$ cat src/rtl/serdiv_wb_pad_sc.sv
// Writeback buffer for serdiv_sc results: public results pass after one cycle,
// secret results are released at a fixed cycle count after issue.
module serdiv_wb_pad_sc #(
    parameter int unsigned WIDTH         = 64,
    parameter int unsigned PAD_CYCLES    = 70,
    parameter int unsigned TRANS_ID_BITS = 4
) (
    input  logic                     clk_i,
    input  logic                     rst_ni,
    input  logic                     flush_i,
    input  logic                     issue_i,
    input  logic                     issue_label_i,
    input  logic                     in_vld_i,
    output logic                     in_rdy_o,
    input  logic [TRANS_ID_BITS-1:0] id_i,
    input  logic [WIDTH-1:0]         res_i,
    input  logic                     res_label_i,
    output logic                     out_vld_o,
    input  logic                     out_rdy_i,
    output logic [TRANS_ID_BITS-1:0] id_o,
    output logic [WIDTH-1:0]         res_o,
    output logic                     res_label_o,
    output logic                     err_o
);

    localparam int unsigned CNT_W = $clog2(PAD_CYCLES + 1);
    localparam logic [CNT_W-1:0] CNT_MAX = CNT_W'(PAD_CYCLES);
    // cnt reads k-1 in cycle k after issue; reaching this value means out_vld_o is due next cycle
    localparam logic [CNT_W-1:0] CNT_REL = CNT_W'(PAD_CYCLES - 2);

    typedef enum logic [1:0] {
        IDLE  = 2'd0,
        WAIT  = 2'd1,
        HOLD  = 2'd2,
        VALID = 2'd3
    } state_e;

    state_e           state_q, state_d;
    logic [CNT_W-1:0] cnt_q, cnt_d, cnt_inc;
    logic             sec_q, sec_d;
    logic             capture;
    logic             err_d;

    assign in_rdy_o = (state_q == WAIT);

    // Next-state, counter and error logic
    always_comb begin
        state_d = state_q;
        cnt_d   = cnt_q;
        sec_d   = sec_q;
        capture = 1'b0;
        err_d   = err_o;
        cnt_inc = (cnt_q == CNT_MAX) ? cnt_q : cnt_q + CNT_W'(1);

        if (issue_i && (state_q != IDLE)) begin
            err_d = 1'b1;
        end

        if (flush_i) begin
            state_d = IDLE;
            cnt_d   = '0;
        end else begin
            case (state_q)
                IDLE: begin
                    if (issue_i) begin
                        state_d = WAIT;
                        cnt_d   = '0;
                        sec_d   = issue_label_i;
                    end
                end
                WAIT: begin
                    cnt_d = cnt_inc;
                    if (in_vld_i) begin
                        capture = 1'b1;
                        sec_d   = sec_q | res_label_i;
                        if (!sec_d) begin
                            state_d = VALID;
                        end else if (cnt_q >= CNT_REL) begin
                            state_d = VALID;
                            err_d   = 1'b1;
                        end else begin
                            state_d = HOLD;
                        end
                    end
                end
                HOLD: begin
                    cnt_d = cnt_inc;
                    if (cnt_q >= CNT_REL) begin
                        state_d = VALID;
                    end
                end
                VALID: begin
                    if (out_rdy_i) begin
                        state_d = IDLE;
                    end
                end
                default: state_d = IDLE;
            endcase
        end
    end

    // State, counter and registered outputs
    always_ff @(posedge clk_i or negedge rst_ni) begin
        if (!rst_ni) begin
            state_q     <= IDLE;
            cnt_q       <= '0;
            sec_q       <= 1'b0;
            err_o       <= 1'b0;
            out_vld_o   <= 1'b0;
            id_o        <= '0;
            res_o       <= '0;
            res_label_o <= 1'b0;
        end else begin
            state_q   <= state_d;
            cnt_q     <= cnt_d;
            sec_q     <= sec_d;
            err_o     <= err_d;
            out_vld_o <= (state_d == VALID);
            if (capture) begin
                id_o        <= id_i;
                res_o       <= res_i;
                res_label_o <= sec_d;
            end
        end
    end

endmodule

$ cat config.mk
export PLATFORM = sky130hd
export DESIGN_NAME = serdiv_wb_pad_sc
export DESIGN_NICKNAME = d
export VERILOG_FILES = /design/src/rtl/serdiv_wb_pad_sc.sv
export SDC_FILE = /design/constraint.sdc
export NUM_CORES = 1
export LEC_CHECK = 0
export BUFFER_PORTS_ARGS = -buffer_cell sky130_fd_sc_hd__buf_4
export CAP_MARGIN = 20
export CORE_MARGIN = 1.5
export CORE_UTILIZATION = 42
export DETAILED_ROUTE_END_ITERATION = 10
export GPL_ROUTABILITY_DRIVEN = 1
export PLACE_DENSITY = 0.79
export SLEW_MARGIN = 40
export SYNTH_ARGS = -nofsm -noshare
export SYNTH_HDL_FRONTEND = slang
export SYNTH_SLANG_ARGS = --single-unit
$ cat constraint.sdc
create_clock -name clk_i -period 1.65 [get_ports clk_i]
set_input_delay 0.2475 -clock clk_i [delete_from_list [all_inputs] [get_ports clk_i]]
set_output_delay 0.2475 -clock clk_i [all_outputs]
set_load 0.005 [all_outputs]
==> results of run 1 <==
==> what timing repair did <==
item / 4_1_cts / 5_1_grt
resized for setup: 6 / 14
setup endpoints to repair: 51 / 78
pin swaps: 0 / 6
gates cloned: 0 / 2
hold buffers: 1 / 0
endpoints found under the hold margin: 29 / 0
buffers inserted: 1 / 3
==> stage by stage <==
stage,total power (W),instances,worst slack (ns)
after floorplan,0.00395,227,0.00669
after global placement,0.00542,476,-0.0405
after detailed placement,0.00554,476,-0.103
after CTS,0.00679,493,-0.00193
after global routing,0.00710,498,-0.0697
final,0.00672,498,0.00891
==> layout make-up <==
cell class | count | area [µm²] | share of cell area, %
Multi-Input combinational cell | 130 | 1310 | 26.4
Clock buffer | 10 | 128 | 2.57
Inverter | 7 | 26.3 | 0.529
Clock inverter | 5 | 33.8 | 0.680
Timing Repair Buffer | 163 | 1310 | 26.4
Sequential cell | 81 | 2030 | 40.9
Tap cell | 102 | 128 | 2.57
==> where the power goes <==
| part | leakage, nW | switching (W) | internal (W) |
|---|---|---|---|
| clock | 0.0781 | 0.000685 | 0.000535 |
| combinational | 1.37 | 0.000756 | 0.00161 |
| sequential | 1.01 | 0.000395 | 0.00274 |
| total | 2.46 | 0.00184 | 0.00489 |
==> worst paths after layout <==
| path | slack (ns) | endpoint |
|---|---|---|
| max in group asynchronous | 0.69 | res_o[5]$_DFFE_PN0P_ |
| min in group asynchronous | 0.37 | res_o[8]$_DFFE_PN0P_ |
| setup / recovery | 0.009 | cnt_q[4]$_DFFE_PN0P_ |
| hold reg to reg | 0.51 | err_o$_DFF_PN0_ |
| hold / removal | 0.12 | res_o[44]$_DFFE_PN0P_ |
| setup reg to reg | 0.009 | cnt_q[4]$_DFFE_PN0P_ |
==> worst max-delay path, delay by kind of cell (launching register included) <==
family                   cells  cell delay (ns)
AO/OA/AOI/OAI                1             0.22
XOR/XNOR                     1             0.16
adder cells (fa/ha/maj)      1             0.25
buffers and inverters        1             0.08
flip-flops                   1             0.44
multiplexers                 1             0.32
AND/OR/NAND/NOR              1             0.05
==> registers in the layout (all words and copies together) (netlist names) <==
signal	flops
cnt_q	7
err_o	1
id_o	4
out_vld_o	1
res_label_o	1
res_o	64
sec_q	1
state_q	2
==> metal layers <==
layer / share of wire, % / vias to the layer above
met2: 53 / 101
met1: 38 / 1214
met3: 7.3 / 12
met4: 1.8 / 0
li1: - / 1143
met5: 0 / -
==> cell families (layout without fill, tap and decap cells) <==
family / count (synthesis) / in the layout / synth area share, %
buffers and inverters: 16 / 185 / 2.10
muxes: 71 / 71 / 24.0
adders and majority gates: 7 / 7 / 2.63
xor gates and xnor gates: 4 / 4 / 1.05
AOI/OAI and AO/OA: 20 / 20 / 4.95
DFF: 81 / 81 / 60.8
and+or+nand+nor: 28 / 28 / 4.46
==> cell usage in the layout (no fill, tap or decap), types with 2 or more instances in the layout <==
| cell | n |
|---|---|
| a21o_1 | 2 |
| and4_1 | 2 |
| buf_12 | 3 |
| buf_4 | 154 |
| buf_6 | 3 |
| clkbuf_16 | 2 |
| clkbuf_8 | 9 |
| clkinv_2 | 2 |
| clkinvlp_4 | 2 |
| dfrtp_1 | 80 |
| ha_1 | 5 |
| inv_1 | 5 |
| inv_2 | 2 |
| mux2_2 | 68 |
| mux2_4 | 2 |
| nand2_1 | 3 |
| nor2_1 | 10 |
| nor3_1 | 3 |
| o211ai_1 | 3 |
| o21ai_0 | 3 |
| or3_4 | 2 |
| xor2_1 | 4 |
==> impl_metrics.json, run 1 <==
{
  "status": "finished clean",
  "synth_commonest_cells": "dfrtp_1 (81), mux2_2 (69), nor2_1 (11)",
  "rsz0062_at_grt": "yes",
  "synth_seq_cells": 81,
  "setup_viol": 0,
  "p_per_area_nw_per_um2": 1350,
  "fin_crit_sh_pct": 99.5,
  "finalHoldViolCount": 0,
  "track_usage_pct": 17.2,
  "ant_nets": 0,
  "place_area_um2": 4630,
  "fillers": 604,
  "hp-class": "input pin to register",
  "vias_per_cell": 4.96,
  "area_growth_pct": 48.8,
  "fin_tns_setup_ns": 0,
  "worst_pin_slew_ns": 0.405,
  "yosys_warnings": 0,
  "critPathRequiredTime_ns": 1.87,
  "r2r_cells": 6,
  "ir_drop_uv": 811,
  "clock_path_buffers": 2,
  "cap_violations": 0,
  "dpl.hpwl_um": 5430,
  "synth.avg_cell_area_um2": 14.7,
  "finClkSkew_ns": 0.0103,
  "seq_area_frac_synth_pct": 60.8,
  "clk_pin_slew_ns": 0.08,
  "antenna_found_initial": 0,
  "ys.flop_type": "dfrtp_1",
  "synth.most_common_cell": "dfrtp_1",
  "core-area_um2": 7730,
  "gr-usage-met3_pct": 5.97,
  "grt-busiest-layer": "met2",
  "post_drt_wl_per_cell_um": 15.7,
  "hold_start": "res_i[44]",
  "async_flop_share_pct": 100,
  "path_class": "register to register",
  "path_max_fanout": 5,
  "design_area_um2": 4960,
  "start_kind": "register",
  "met1_usage_pct": 19.6,
  "fp.dieH_um": 92.1,
  "fp.dieW_um": 92.1,
  "postSynthNetCount": 310,
  "cp-end-kind": "register",
  "synth_top_cell_area_share_pct": 60.8,
  "ios": 148,
  "synth_top_cell_by_area": "dfrtp_1",
  "relSlewSlack_pct": 73.0,
  "wirelength_um": 7820,
  "gp_congestion": 0.729,
  "mappedNetlistArea_um2": 3340,
  "cp.arrival_ns": 1.86,
  "synth_edf_count": 0,
  "period_minus_slack_ns": 1.64,
  "synth_area_leaders": "dfrtp_1 (61%), mux2_2 (23%), ha_1 (2.6%), nor2_1 (1.2%), buf_2 (1.2%)",
  "io_buffers": 147,
  "final_util_pct": 64.2,
  "firstDrtPassIters": 6,
  "synth_cells": 227,
  "cts-htree-levels": 3,
  "clkLatencyLatePin_ns": 0.34,
  "vias": 2470,
  "crit_path_max_incr_delay_ns": 0.44,
  "whs_ns": 0.125,
  "grt_max_degree": 44,
  "path_cells": "inv_2, ha_4, mux2_4, o2111ai_4, xor2_1, nor2_1",
  "grt_pass1_wl_um": 11200,
  "use_met2_pct": 30.1,
  "drv_slew": 0,
  "cts_tree": "done",
  "root_buffer": "clkbuf_8",
  "drt_iter0_drc": 41,
  "crit_path_top_delay_cell": "dfrtp_1",
  "n_antenna_cell": 0,
  "numCtsBuffers": 9,
  "fmaxAchievable_mhz": 609,
  "dieArea_um2": 8490,
  "synth.distinct_cells": 34,
  "r2r_start": "state_q[0]$_DFF_PN0_",
  "placementRows": 32,
  "start_util_pct": 43.2,
  "post-route-drc-count": 0,
  "clkSinkCount": 81,
  "final_nets": 475,
  "cp-startpoint": "state_q[0]$_DFF_PN0_",
  "drive_gt1_share_pct": 66.4,
  "grt_pass1_vias": 2377,
  "leakagePower_nw": 2.46,
  "whs_path_depth": 2,
  "grt_overflow_total": 0
}
(Power assumes the default switching activity.)
==> run 2: changes to the inputs <==
SETUP_SLACK_MARGIN = 0.05   (was default)
==> run 2 against run 1 <==
Effect of this change: the flow now finishes with violations (negative setup slack); register-to-register slack got worse by 0.04 ns; utilization up 0.91 points; non-clock buffer count up 7; sequential power about the same; critical path depth rose by 1; via count grew 1.3%; die area did not move; flip-flop and latch count unchanged; critical path type unchanged; largest power group unchanged; highest routed layer unchanged.
==> impl_metrics.json, run 2 (synthesized netlist as in run 1, its figures left out) <==
{
  "cp_num_buf_inv": 2,
  "drt_iter0_drc": 99,
  "placementRows": 32,
  "relSlewSlack_pct": 76.1,
  "crit_path_max_incr_delay_ns": 0.43,
  "fin_tns_setup_ns": -0.0482,
  "setup_ws_ns": -0.0264,
  "hold_start": "res_i[10]",
  "vias": 2502,
  "seqCellArea_um2": 2030,
  "min_to": "res_o[10]$_DFFE_PN0P_",
  "path_cells": "inv_2, ha_4, nand4_1, buf_4, o211ai_1, xor2_1, nor2_1",
  "hp-class": "input pin to register",
  "clkSinkCount": 81,
  "path_class": "register to register",
  "seqPwrFrac_pct": 46.2,
  "combPwrFrac_pct": 35.0,
  "wirelength_um": 8050,
  "clk_pin_slew_ns": 0.08,
  "p_per_area_nw_per_um2": 1350,
  "fillers": 606,
  "cts-htree-levels": 3,
  "grt_pass1_wl_um": 12000,
  "track_usage_pct": 18.5,
  "r2r_cells": 7,
  "final_cell_mix": "buf_4 (157), dfrtp_1 (81), mux2_2 (68)",
  "violations": "negative setup slack",
  "top_regs": "res_o x64, cnt_q x7, id_o x4",
  "switching_share_pct": 27.2,
  "p_total_w": 0.00678,
  "area_growth_pct": 50.9,
  "path_delay_family": "flip-flops",
  "final_common_cell": "buf_4",
  "whs_path_depth": 2,
  "fin_crit_sh_pct": 102,
  "grt_max_degree": 54,
  "dpl.hpwl_um": 5310,
  "critPathRequiredTime_ns": 1.89,
  "ios": 148,
  "period_minus_slack_ns": 1.68,
  "core-area_um2": 7730,
  "whs_ns": 0.125,
  "crit_path_top_delay_cell": "dfrtp_1",
  "drive_gt1_share_pct": 65.5,
  "antenna_found_initial": 0,
  "clkLatencyLatePin_ns": 0.35,
  "n_antenna_cell": 0,
  "cp.arrival_ns": 1.91,
  "numCtsBuffers": 9,
  "cts_tree": "done",
  "fp.dieH_um": 92.1,
  "pre_cts_ws_ns": -0.0196,
  "drv_slew": 0,
  "ir_drop_uv": 777,
  "reg2reg_to": "cnt_q[2]$_DFFE_PN0P_",
  "cap_violations": 0,
  "vias_per_cell": 4.95,
  "dieArea_um2": 8490,
  "place_inst": 475,
  "power.net_switching_w": 0.00184,
  "status": "finished, violations left",
  "finalHoldViolCount": 0,
  "power.share.clock_pct": 18.7,
  "finClkSkew_ns": 0.00505,
  "start_util_pct": 43.2,
  "instances_no_fill": 505,
  "setup_viol": 4,
  "grt_pass1_vias": 2597,
  "r2r_start": "state_q[0]$_DFF_PN0_",
  "rsz0062_at_grt": "yes",
  "path_max_fanout": 4,
  "intPower_w": 0.00493,
  "largest_reg_flops": 64,
  "grt_overflow_total": 0,
  "clock_path_buffers": 2,
  "fmaxAchievable_mhz": 597,
  "gp_congestion": 0.831,
  "fp.dieW_um": 92.1,
  "post_drt_wl_per_cell_um": 15.9,
  "io_buffers": 147,
  "post-route-drc-count": 0,
  "final_nets": 482,
  "multi_input_area_um2": 1270,
  "worst_pin_slew_ns": 0.359,
  "ant_nets": 0,
  "firstDrtPassIters": 4,
  "start_kind": "register",
  "top_register": "res_o",
  "cp-end-kind": "register",
  "reg2reg_slack_ns": -0.03,
  "leakagePower_nw": 2.52,
  "root_buffer": "clkbuf_8"
}
-- run 2: layer usage --
metal | routed length (µm) | GRT usage [%]
met1 | 3260 | 21.7
met2 | 4040 | 29.8
met3 | 587 | 6.97
met4 | 160 | 8.97
met5 | 0 | 0
-- run 2: metrics by stage --
| step | util (%) | cell area [µm²] |
|---|---|---|
| 2_1_floorplan | - | 3370 |
| 3_3_place_gp | 60.0 | 4630 |
| 3_5_place_dp | 60.0 | 4630 |
| 4_1_cts | 62.8 | 4850 |
| 5_1_grt | 65.2 | 5030 |
| 6_report | 65.2 | 5030 |
-- run 2: worst max-delay path by stage --
stage,start,endpoint,cells after the start
floorplan,state_q[1]$_DFF_PN0_,id_o[3]$_DFFE_PN0P_,6
global placement,state_q[1]$_DFF_PN0_,res_o[42]$_DFFE_PN0P_,5
detailed placement,state_q[0]$_DFF_PN0_,cnt_q[1]$_DFFE_PN0P_,6
CTS,state_q[0]$_DFF_PN0_,cnt_q[1]$_DFFE_PN0P_,6
global route,state_q[0]$_DFF_PN0_,cnt_q[2]$_DFFE_PN0P_,7
finish,state_q[0]$_DFF_PN0_,cnt_q[2]$_DFFE_PN0P_,7
-- run 2: repair_timing --
action,4_1_cts,5_1_grt
buffers inserted,5,3
hold endpoints to repair,81,0
hold buffers,1,0
resized for setup,3,10
endpoints found under the setup margin,75,78
cloned,0,6
pin swaps,7,7
-- run 2: cell type report --
cell class / count / share of cell area, %
clock inverters: 3 / 0.348
clock buffers: 12 / 2.88
repair buffers: 170 / 28.2
well taps: 102 / 2.53
flip-flops and latches: 81 / 40.3
inverters: 7 / 0.522
multi-input cells: 130 / 25.2
-- run 2: power groups by stage --
stage	Combinational, W	Sequential [W]	Clock, W
after CTS	0.00238	0.00314	0.00131
after detailed placement	0.00236	0.00316	0
after global placement	0.00229	0.00312	0
after floorplan	0.000766	0.00319	0
after global routing	0.00256	0.00324	0.00138
final	0.00238	0.00313	0.00127
